==> src/rtl/i2c_master_arbiter.sv <==
// i2c_master_arbiter: round-robin arbiter that lets NUM_REQ requesters share a
// single i2c_master. The winner's address/data are registered and handed to
// the master with a one-cycle m_start pulse; completion (or timeout) is
// returned to the owning requester as a one-cycle done_o/err_o pulse.
//
// Handshake: a requester raises req[i] (level) with its address/data slice
// valid and holds it until it sees done_o[i] or err_o[i]. gnt[i] is high
// from ISSUE through WAIT. The master sees m_start for exactly one cycle and
// answers with m_done, which is only looked at while in WAIT.
//
// Optional feature: define I2C_ARB_TIMEOUT_EN to abort a WAIT that lasts
// TIMEOUT_CYCLES cycles without m_done (err_o pulse). Without the macro the
// arbiter waits forever and err_o is constant 0.
module i2c_master_arbiter #(
    parameter int NUM_REQ        = 4,
    parameter int TIMEOUT_CYCLES = 65535
) (
    input  logic                 clk,
    input  logic                 rst,
    input  logic [NUM_REQ-1:0]   req,
    input  logic [NUM_REQ*7-1:0] req_addr,
    input  logic [NUM_REQ*8-1:0] req_data,
    output logic [NUM_REQ-1:0]   gnt,
    output logic [NUM_REQ-1:0]   done_o,
    output logic [NUM_REQ-1:0]   err_o,
    output logic                 m_start,
    output logic [6:0]           m_addr,
    output logic [7:0]           m_data,
    input  logic                 m_done,
    output logic                 busy,
    output logic [1:0]           state_dbg
);

    localparam int PW = $clog2(NUM_REQ);
    localparam int CW = PW + 1;
    localparam logic [19:0] TIMEOUT_LAST = 20'(TIMEOUT_CYCLES - 1);

    typedef enum logic [1:0] {
        S_IDLE  = 2'd0,
        S_ISSUE = 2'd1,
        S_WAIT  = 2'd2
    } state_t;

    state_t        state;
    state_t        state_nxt;
    logic [PW-1:0] ptr;
    logic [PW-1:0] owner;
    logic [PW-1:0] owner_nxt;
    logic [PW-1:0] win_idx;
    logic          win_found;
    logic [CW-1:0] cand;
    logic          timeout;
    logic [6:0]    addr_arr [NUM_REQ];
    logic [7:0]    data_arr [NUM_REQ];

    // Unpack the flat address/data buses into per-requester slices.
    for (genvar g = 0; g < NUM_REQ; g++) begin : g_slice
        assign addr_arr[g] = req_addr[7*g +: 7];
        assign data_arr[g] = req_data[8*g +: 8];
    end

    // Round-robin search: start at ptr, wrap at NUM_REQ-1, first set bit wins.
    always_comb begin
        win_found = 1'b0;
        win_idx   = '0;
        cand      = '0;
        for (int i = 0; i < NUM_REQ; i++) begin
            cand = {1'b0, ptr} + CW'(i);
            if (cand >= CW'(NUM_REQ)) begin
                cand = cand - CW'(NUM_REQ);
            end
            if (!win_found && req[cand[PW-1:0]]) begin
                win_found = 1'b1;
                win_idx   = cand[PW-1:0];
            end
        end
    end

    // Pointer value after the current owner finishes: owner+1 modulo NUM_REQ.
    always_comb begin
        owner_nxt = '0;
        if (owner != PW'(NUM_REQ - 1)) begin
            owner_nxt = owner + PW'(1);
        end
    end

`ifdef I2C_ARB_TIMEOUT_EN
    logic [19:0] wait_cnt;

    // Count clock cycles spent in WAIT; cleared in every other state.
    always_ff @(posedge clk or negedge rst) begin
        if (!rst) begin
            wait_cnt <= '0;
        end else if (state != S_WAIT) begin
            wait_cnt <= '0;
        end else begin
            wait_cnt <= wait_cnt + 20'd1;
        end
    end

    assign timeout = (state == S_WAIT) && (wait_cnt == TIMEOUT_LAST);
`else
    logic unused_timeout;

    assign timeout        = 1'b0;
    assign unused_timeout = ^TIMEOUT_LAST;
`endif

    // State register.
    always_ff @(posedge clk or negedge rst) begin
        if (!rst) begin
            state <= S_IDLE;
        end else begin
            state <= state_nxt;
        end
    end

    // Next-state logic; m_done has priority over timeout in WAIT.
    always_comb begin
        state_nxt = state;
        case (state)
            S_IDLE:  if (win_found) state_nxt = S_ISSUE;
            S_ISSUE: state_nxt = S_WAIT;
            S_WAIT:  if (m_done || timeout) state_nxt = S_IDLE;
            default: state_nxt = S_IDLE;
        endcase
    end

    // Outputs decoded directly from the state.
    always_comb begin
        m_start   = (state == S_ISSUE);
        busy      = (state != S_IDLE);
        state_dbg = state;
    end

    // Grant, captured transaction, completion pulses and round-robin pointer.
    always_ff @(posedge clk or negedge rst) begin
        if (!rst) begin
            ptr    <= '0;
            owner  <= '0;
            gnt    <= '0;
            done_o <= '0;
            err_o  <= '0;
            m_addr <= '0;
            m_data <= '0;
        end else begin
            done_o <= '0;
            err_o  <= '0;
            case (state)
                S_IDLE: begin
                    if (win_found) begin
                        owner        <= win_idx;
                        gnt          <= '0;
                        gnt[win_idx] <= 1'b1;
                        m_addr       <= addr_arr[win_idx];
                        m_data       <= data_arr[win_idx];
                    end
                end
                S_WAIT: begin
                    if (m_done) begin
                        done_o[owner] <= 1'b1;
                        gnt           <= '0;
                        ptr           <= owner_nxt;
                    end else if (timeout) begin
                        err_o[owner] <= 1'b1;
                        gnt          <= '0;
                        ptr          <= owner_nxt;
                    end
                end
                default: ;
            endcase
        end
    end

endmodule

==> config.mk <==
export PLATFORM = sky130hd
export DESIGN_NAME = i2c_master_arbiter
export DESIGN_NICKNAME = d
export VERILOG_FILES = /design/src/rtl/i2c_master_arbiter.sv
export SDC_FILE = /design/constraint.sdc
export NUM_CORES = 1
export LEC_CHECK = 0
export CORE_MARGIN = 1
export CORE_UTILIZATION = 28
export DETAILED_ROUTE_END_ITERATION = 8
export PLACE_DENSITY = 0.61
export SYNTH_ARGS = -nofsm -noshare
export SYNTH_HDL_FRONTEND = slang
export SYNTH_SLANG_ARGS = --single-unit
export TNS_END_PERCENT = 1
==> constraint.sdc <==
create_clock -name clk -period 1.85 [get_ports clk]
set_input_delay 0.37 -clock clk [delete_from_list [all_inputs] [get_ports clk]]
set_output_delay 0.37 -clock clk [all_outputs]
set_load 0.02 [all_outputs]
==> results.json, run 1 <==
{
  "outcome": "finished, final reports clean",
  "ff_latch_area_um2": 726,
  "total_power_mw": 4.03,
  "path_buf_inv": 3,
  "rows": 27,
  "max-vdd-ir-drop_v": 0.000662,
  "grt_pass1_wl_um": 6890,
  "core_um2": 5540,
  "placed_area_um2": 2690,
  "cts_tree": "yes",
  "dieWidth_um": 78.2,
  "design_area_um2": 2820,
  "grt_usage_pct": 14.5,
  "placedCellCount": 318,
  "crit_path_cell_trace": "clkdlybuf4s50_1, nor3b_2, a211oi_1, buf_4, or3_1, buf_4, o221ai_1",
  "slowest_delay_ps": 460,
  "pwr_density_cell_nw_per_um2": 1430,
  "period_share_pct": 94.4,
  "tns_ps": 0,
  "gp_congestion": 0.689,
  "drv_cap": 0,
  "max_freq_mhz": 572,
  "dieArea_um2": 6120,
  "cts_buffers": 5,
  "multi_input_area_um2": 818,
  "critical_path_class": "in -> reg",
  "ctsHoldBuffers": 0,
  "finalNetCount": 324,
  "crit_path_top_delay_cell": "clkdlybuf4s50_1",
  "antenna_found_initial": 0,
  "syn_area_per_cell_um2": 10.8,
  "cp_top_family": "buffers and inverters",
  "layout-drive-gt1-share_pct": 11.4,
  "cp_max_fo": 9,
  "fin_cells": 326,
  "grt_max_degree": 30,
  "firstDrtPassIters": 2,
  "route.detailed.drc": 0,
  "die_h_um": 78.2,
  "ant_nets": 0,
  "start_util_pct": 29.4,
  "clock_skew_ps": 1.89,
  "post_synth_num_cell_types": 34,
  "yosysWarningCount": 0,
  "clock-sinks": 29,
  "wl_per_cell_um": 12.8,
  "fillers": 552,
  "holdWs_ps": 475,
  "start_kind": "input pin",
  "min_period_ps": 1750,
  "ios": 98,
  "power.leakage_nw": 1.28,
  "antenna_cells": 0,
  "overflow": 0,
  "ys_seq_area_share_pct": 44.6,
  "drt_iter0_markers": 46,
  "htreeDepth": 2,
  "slew_viol_final": 0,
  "arrival_ps": 1940,
  "vias_per_cell": 4.52,
  "num_vias": 1473,
  "hpwl_um": 3220,
  "syn_to_final_growth_pct": 73.0,
  "final_common_cell": "clkdlybuf4s50_1",
  "final_cell_mix": "clkdlybuf4s50_1, mux2i_1, dfrtp_1, nand2_1, o221ai_1",
  "netlist_area_um2": 1630,
  "clock_path_buffers": 2,
  "worstPathRequired_ps": 2040,
  "post_cts_buffers": 0,
  "clk_latency_ps": 280,
  "worstHoldPathType": "in -> async",
  "rsz0062_at_grt": "no",
  "grt_pass1_vias": 1471,
  "io_buffers": 93,
  "routed_wl_um": 4160,
  "ys_ff_latch": 29,
  "syn_inst": 151,
  "setup-violations-final": 0,
  "root_buffer": "clkbuf_8",
  "end_kind": "flop",
  "cp_common_cell": "buf_4",
  "cts_resized": 1,
  "clk_pin_slew_ps": 60,
  "hold_viol_final": 0
}
[metrics by stage]
step | util (%) | setup slack [ps]
detailed placement | 48.6 | -191
CTS | 50.7 | 5.86
global placement | 48.6 | -170
finish | 50.8 | 103
floorplan | - | 17.5
global route | 50.8 | 9.17
[power breakdown]
part           switching [mW]  internal (mW)
Sequential              0.190          0.911
Combinational            1.10           1.14
Clock                   0.247          0.437
Total                    1.54           2.49
[metal layers]
layer	GRT usage, %	share of wire [%]
met5	0	0
met2	23.4	48
met1	18.1	44
met4	3.89	1.1
met3	5.35	7.2
[kinds of logic (layout without fill, tap and decap cells)]
| logic type | Yosys count | count (layout) | synth area share, % |
|---|---|---|---|
| AOI/OAI and AO/OA | 28 | 28 | 14.4 |
| and+or+nand+nor | 40 | 40 | 11.8 |
| DFF | 29 | 29 | 44.6 |
| adders and majority gates | 4 | 4 | 3.07 |
| other | 1 | 4 | 0.230 |
| buffers and inverters | 17 | 117 | 6.15 |
| muxes | 32 | 32 | 19.8 |
[path summary, 6_finish.rpt]
path | end | start | slack (ps) | cells past startpoint
setup / recovery | m_data[0]$_DFFE_PN0P_ | req[1] | 100 | 7
max in group asynchronous | m_data[7]$_DFFE_PN0P_ | rst | 1100 | 2
hold / removal | done_o[2]$_DFF_PN0_ | rst | 470 | 2
min in group clk | gnt[1]$_DFFE_PN0P_ | gnt[1]$_DFFE_PN0P_ | 490 | 2
hold reg to reg | gnt[1]$_DFFE_PN0P_ | gnt[1]$_DFFE_PN0P_ | 490 | 2
setup reg to reg | m_data[1]$_DFFE_PN0P_ | state_dbg[1]$_DFFE_PN0P_ | 170 | 7
[Yosys cell counts]
cell	n	area share [%]
a2111o_1	1	0.69
a211oi_1	1	0.46
a21bo_2	1	0.61
a21o_1	2	0.92
a2bb2oi_2	1	0.92
and2_1	4	1.5
and3b_1	1	0.54
buf_1	1	0.23
buf_2	5	1.5
buf_4	4	1.8
buf_6	2	1.4
clkbuf_1	1	0.23
conb_1	1	0.23
dfrtp_1	29	45
ha_1	4	3.1
inv_1	4	0.92
mux2_2	2	1.4
mux2i_1	30	18
nand2_1	21	4.8
nand2_2	1	0.38
nand2b_1	2	0.77
nand3_1	1	0.31
nor2_1	4	0.92
nor2b_1	1	0.38
nor3b_1	2	0.92
o211ai_1	1	0.46
o21ai_0	4	1.2
o21ai_1	2	0.61
o21ai_2	1	0.54
o221ai_1	13	7.0
o221ai_2	1	0.92
or2_1	1	0.38
or2_2	1	0.38
or3_1	1	0.38
[layout make-up]
type / count / share of cell area [%]
Inverter: 4 / 0.533
Tap cell: 72 / 3.20
Clock buffer: 6 / 2.93
Timing Repair Buffer: 105 / 37.2
Multi-Input combinational cell: 108 / 29.1
Clock inverter: 2 / 1.33
Sequential cell: 29 / 25.8
[registers in the layout, summed over array words and instances, names as in the netlist]
register and cells:
state_dbg 2, ptr 2, done_o 4, gnt 4, owner 2, m_data 8
m_addr 7
No activity file was read; power rests on OpenSTA's default activity.
==> run 2: changes to the inputs <==
--- a/config.mk
+++ b/config.mk
@@ -8,7 +8,8 @@
 export CORE_MARGIN = 1
 export CORE_UTILIZATION = 28
 export DETAILED_ROUTE_END_ITERATION = 8
-export PLACE_DENSITY = 0.61
+export PLACE_DENSITY = 0.72
+export RECOVER_POWER = 100
 export SYNTH_ARGS = -nofsm -noshare
 export SYNTH_HDL_FRONTEND = slang
 export SYNTH_SLANG_ARGS = --single-unit
==> run 2 against run 1 <==
Compared with the run above: clock power down 22%; clock skew grew 7.7 ps; sequential power barely moved; first-iteration DRC count fell by 22%; largest power group unchanged; utilization shrank 0.72 points; sequential share of layout area grew 0.37 points; routed wire length increased by 0.79%; largest cell class unchanged.
==> results.json, run 2 (synthesized netlist as in run 1, its figures left out) <==
{
  "min_period_ps": 1760,
  "cts_buffers": 5,
  "tns_ps": 0,
  "antenna_found_initial": 0,
  "reg.largest.list": "m_data (8), m_addr (7)",
  "max_freq_mhz": 567,
  "crit_path_top_delay_cell": "clkdlybuf4s50_1",
  "fin_ws_ps": 85.5,
  "ant_nets": 0,
  "rows": 27,
  "overflow": 0,
  "syn_to_final_growth_pct": 70.6,
  "vias_per_cell": 4.55,
  "route.detailed.drc": 0,
  "route.met3.wl_um": 381,
  "slowest_delay_ps": 520,
  "slew_viol_final": 0,
  "hold_viol_final": 0,
  "pwr_density_cell_nw_per_um2": 1350,
  "arrival_ps": 1950,
  "wl_per_cell_um": 12.9,
  "final_common_cell": "clkdlybuf4s50_1",
  "num_vias": 1484,
  "dieArea_um2": 6120,
  "root_buffer": "clkbuf_8",
  "start_util_pct": 29.4,
  "period_share_pct": 95.4,
  "worstHoldPathType": "reg -> reg",
  "post-route-util_pct": 50.1,
  "preCtsSetupSlack_ps": -326,
  "path_buf_inv": 2,
  "clk_pin_slew_ps": 80,
  "end_kind": "flop",
  "final_cell_mix": "clkdlybuf4s50_1, mux2i_1, dfrtp_1, dlygate4sd3_1, nand2_1",
  "drv_cap": 0,
  "routed-wl-met2_um": 2030,
  "worstMarginPinSlew_ps": 702,
  "largest_reg_flops": 8,
  "cts_tree": "yes",
  "cp_max_fo": 7,
  "layout-drive-gt1-share_pct": 11.8,
  "power.leakage_nw": 1.28,
  "crit_path_cell_trace": "clkdlybuf4s50_1, nor2_1, a21o_1, or3_1, buf_4, o221ai_1",
  "hpwl_um": 3240,
  "top_layer": "met4",
  "grt_pass1_vias": 1456,
  "clock_skew_ps": 9.64,
  "regMostFlops": "m_data",
  "finalNetCount": 324,
  "max-vdd-ir-drop_v": 0.000507,
  "met1Wirelength_um": 1760,
  "die_h_um": 78.2,
  "htreeDepth": 2,
  "setup-violations-final": 0,
  "clk_latency_ps": 290,
  "critical_path_class": "in -> reg",
  "routed_wl_um": 4200,
  "drt_iter0_markers": 36,
  "antenna_cells": 0,
  "core_um2": 5540,
  "total_power_mw": 3.74,
  "outcome": "finished, final reports clean",
  "ios": 98,
  "clock-sinks": 29,
  "start_kind": "input pin",
  "grt_usage_pct": 14.7,
  "gp_congestion": 0.692,
  "cp_top_family": "buffers and inverters",
  "io_buffers": 93,
  "grt_pass1_wl_um": 6850,
  "worstPathRequired_ps": 2030,
  "clock_path_buffers": 2,
  "firstDrtPassIters": 4,
  "max_slew_margin_pct": 53.2,
  "rsz0062_at_grt": "yes",
  "grt_max_degree": 30,
  "dieWidth_um": 78.2
}
-- run 2: cell count changes in the layout (fill, tap and decap cells not counted), sizes merged --
cell and change:
clkdlybuf4s50 -27, dlygate4sd3 +27, clkinvlp +2, buf -1, bufinv -1, clkbuf +1
dlymetal6s2s -1
-- run 2: worst register-to-register path, stage by stage, from the launching register on --
cell and delay [ps]:
dfrtp_1 410, or2_0 260, a21o_1 200, or3_1 380
buf_4 180, o221ai_1 200
-- run 2: worst paths after layout --
kind	startpoint	end	slack [ps]	cells after the start
worst max register to register	state_dbg[1]$_DFFE_PN0P_	m_addr[2]$_DFFE_PN0P_	120	5
worst max-delay path	req[1]	m_addr[2]$_DFFE_PN0P_	90	6
max in group asynchronous	rst	m_data[7]$_DFFE_PN0P_	730	2
worst min-delay path	gnt[0]$_DFFE_PN0P_	gnt[0]$_DFFE_PN0P_	470	2
worst min register to register	gnt[0]$_DFFE_PN0P_	gnt[0]$_DFFE_PN0P_	470	2
min in group asynchronous	rst	done_o[2]$_DFF_PN0_	660	2
-- run 2: power breakdown --
group / switching (mW) / internal, mW
Sequential: 0.177 / 0.910
Combinational: 1.11 / 1.01
Clock: 0.268 / 0.263
Total: 1.55 / 2.19
-- run 2: area by class of cell --
type	instances	area [um^2]
Fill cell	523	2760
Timing Repair Buffer	105	1020
Multi-Input combinational cell	108	831
Sequential cell	29	726
Tap cell	72	90.1
Clock buffer	5	68.8
Clock inverter	3	22.5
Inverter	4	15.0
-- run 2: stage by stage --
stage	std cells	cell area, um^2	hold WS, ps
floorplan	154	1640	74.4
global placement	318	2680	466
detailed placement	318	2680	471
CTS	326	2780	485
global route	326	2780	507
finish	326	2780	474
-- run 2: what timing repair did --
item | in CTS | in global routing
setup endpoints to repair | 10 | 3
hold buffers | 0 | 0
buffers inserted | 0 | 0
pin swaps | 0 | 1
resized for setup | 3 | 2
-- run 2: layer usage --
metal  global-route usage, %  up-vias
met1                    17.4      671
li1                        -      742
met5                       0        -
met4                    5.00        0
met2                    23.9       69
met3                    6.28        2
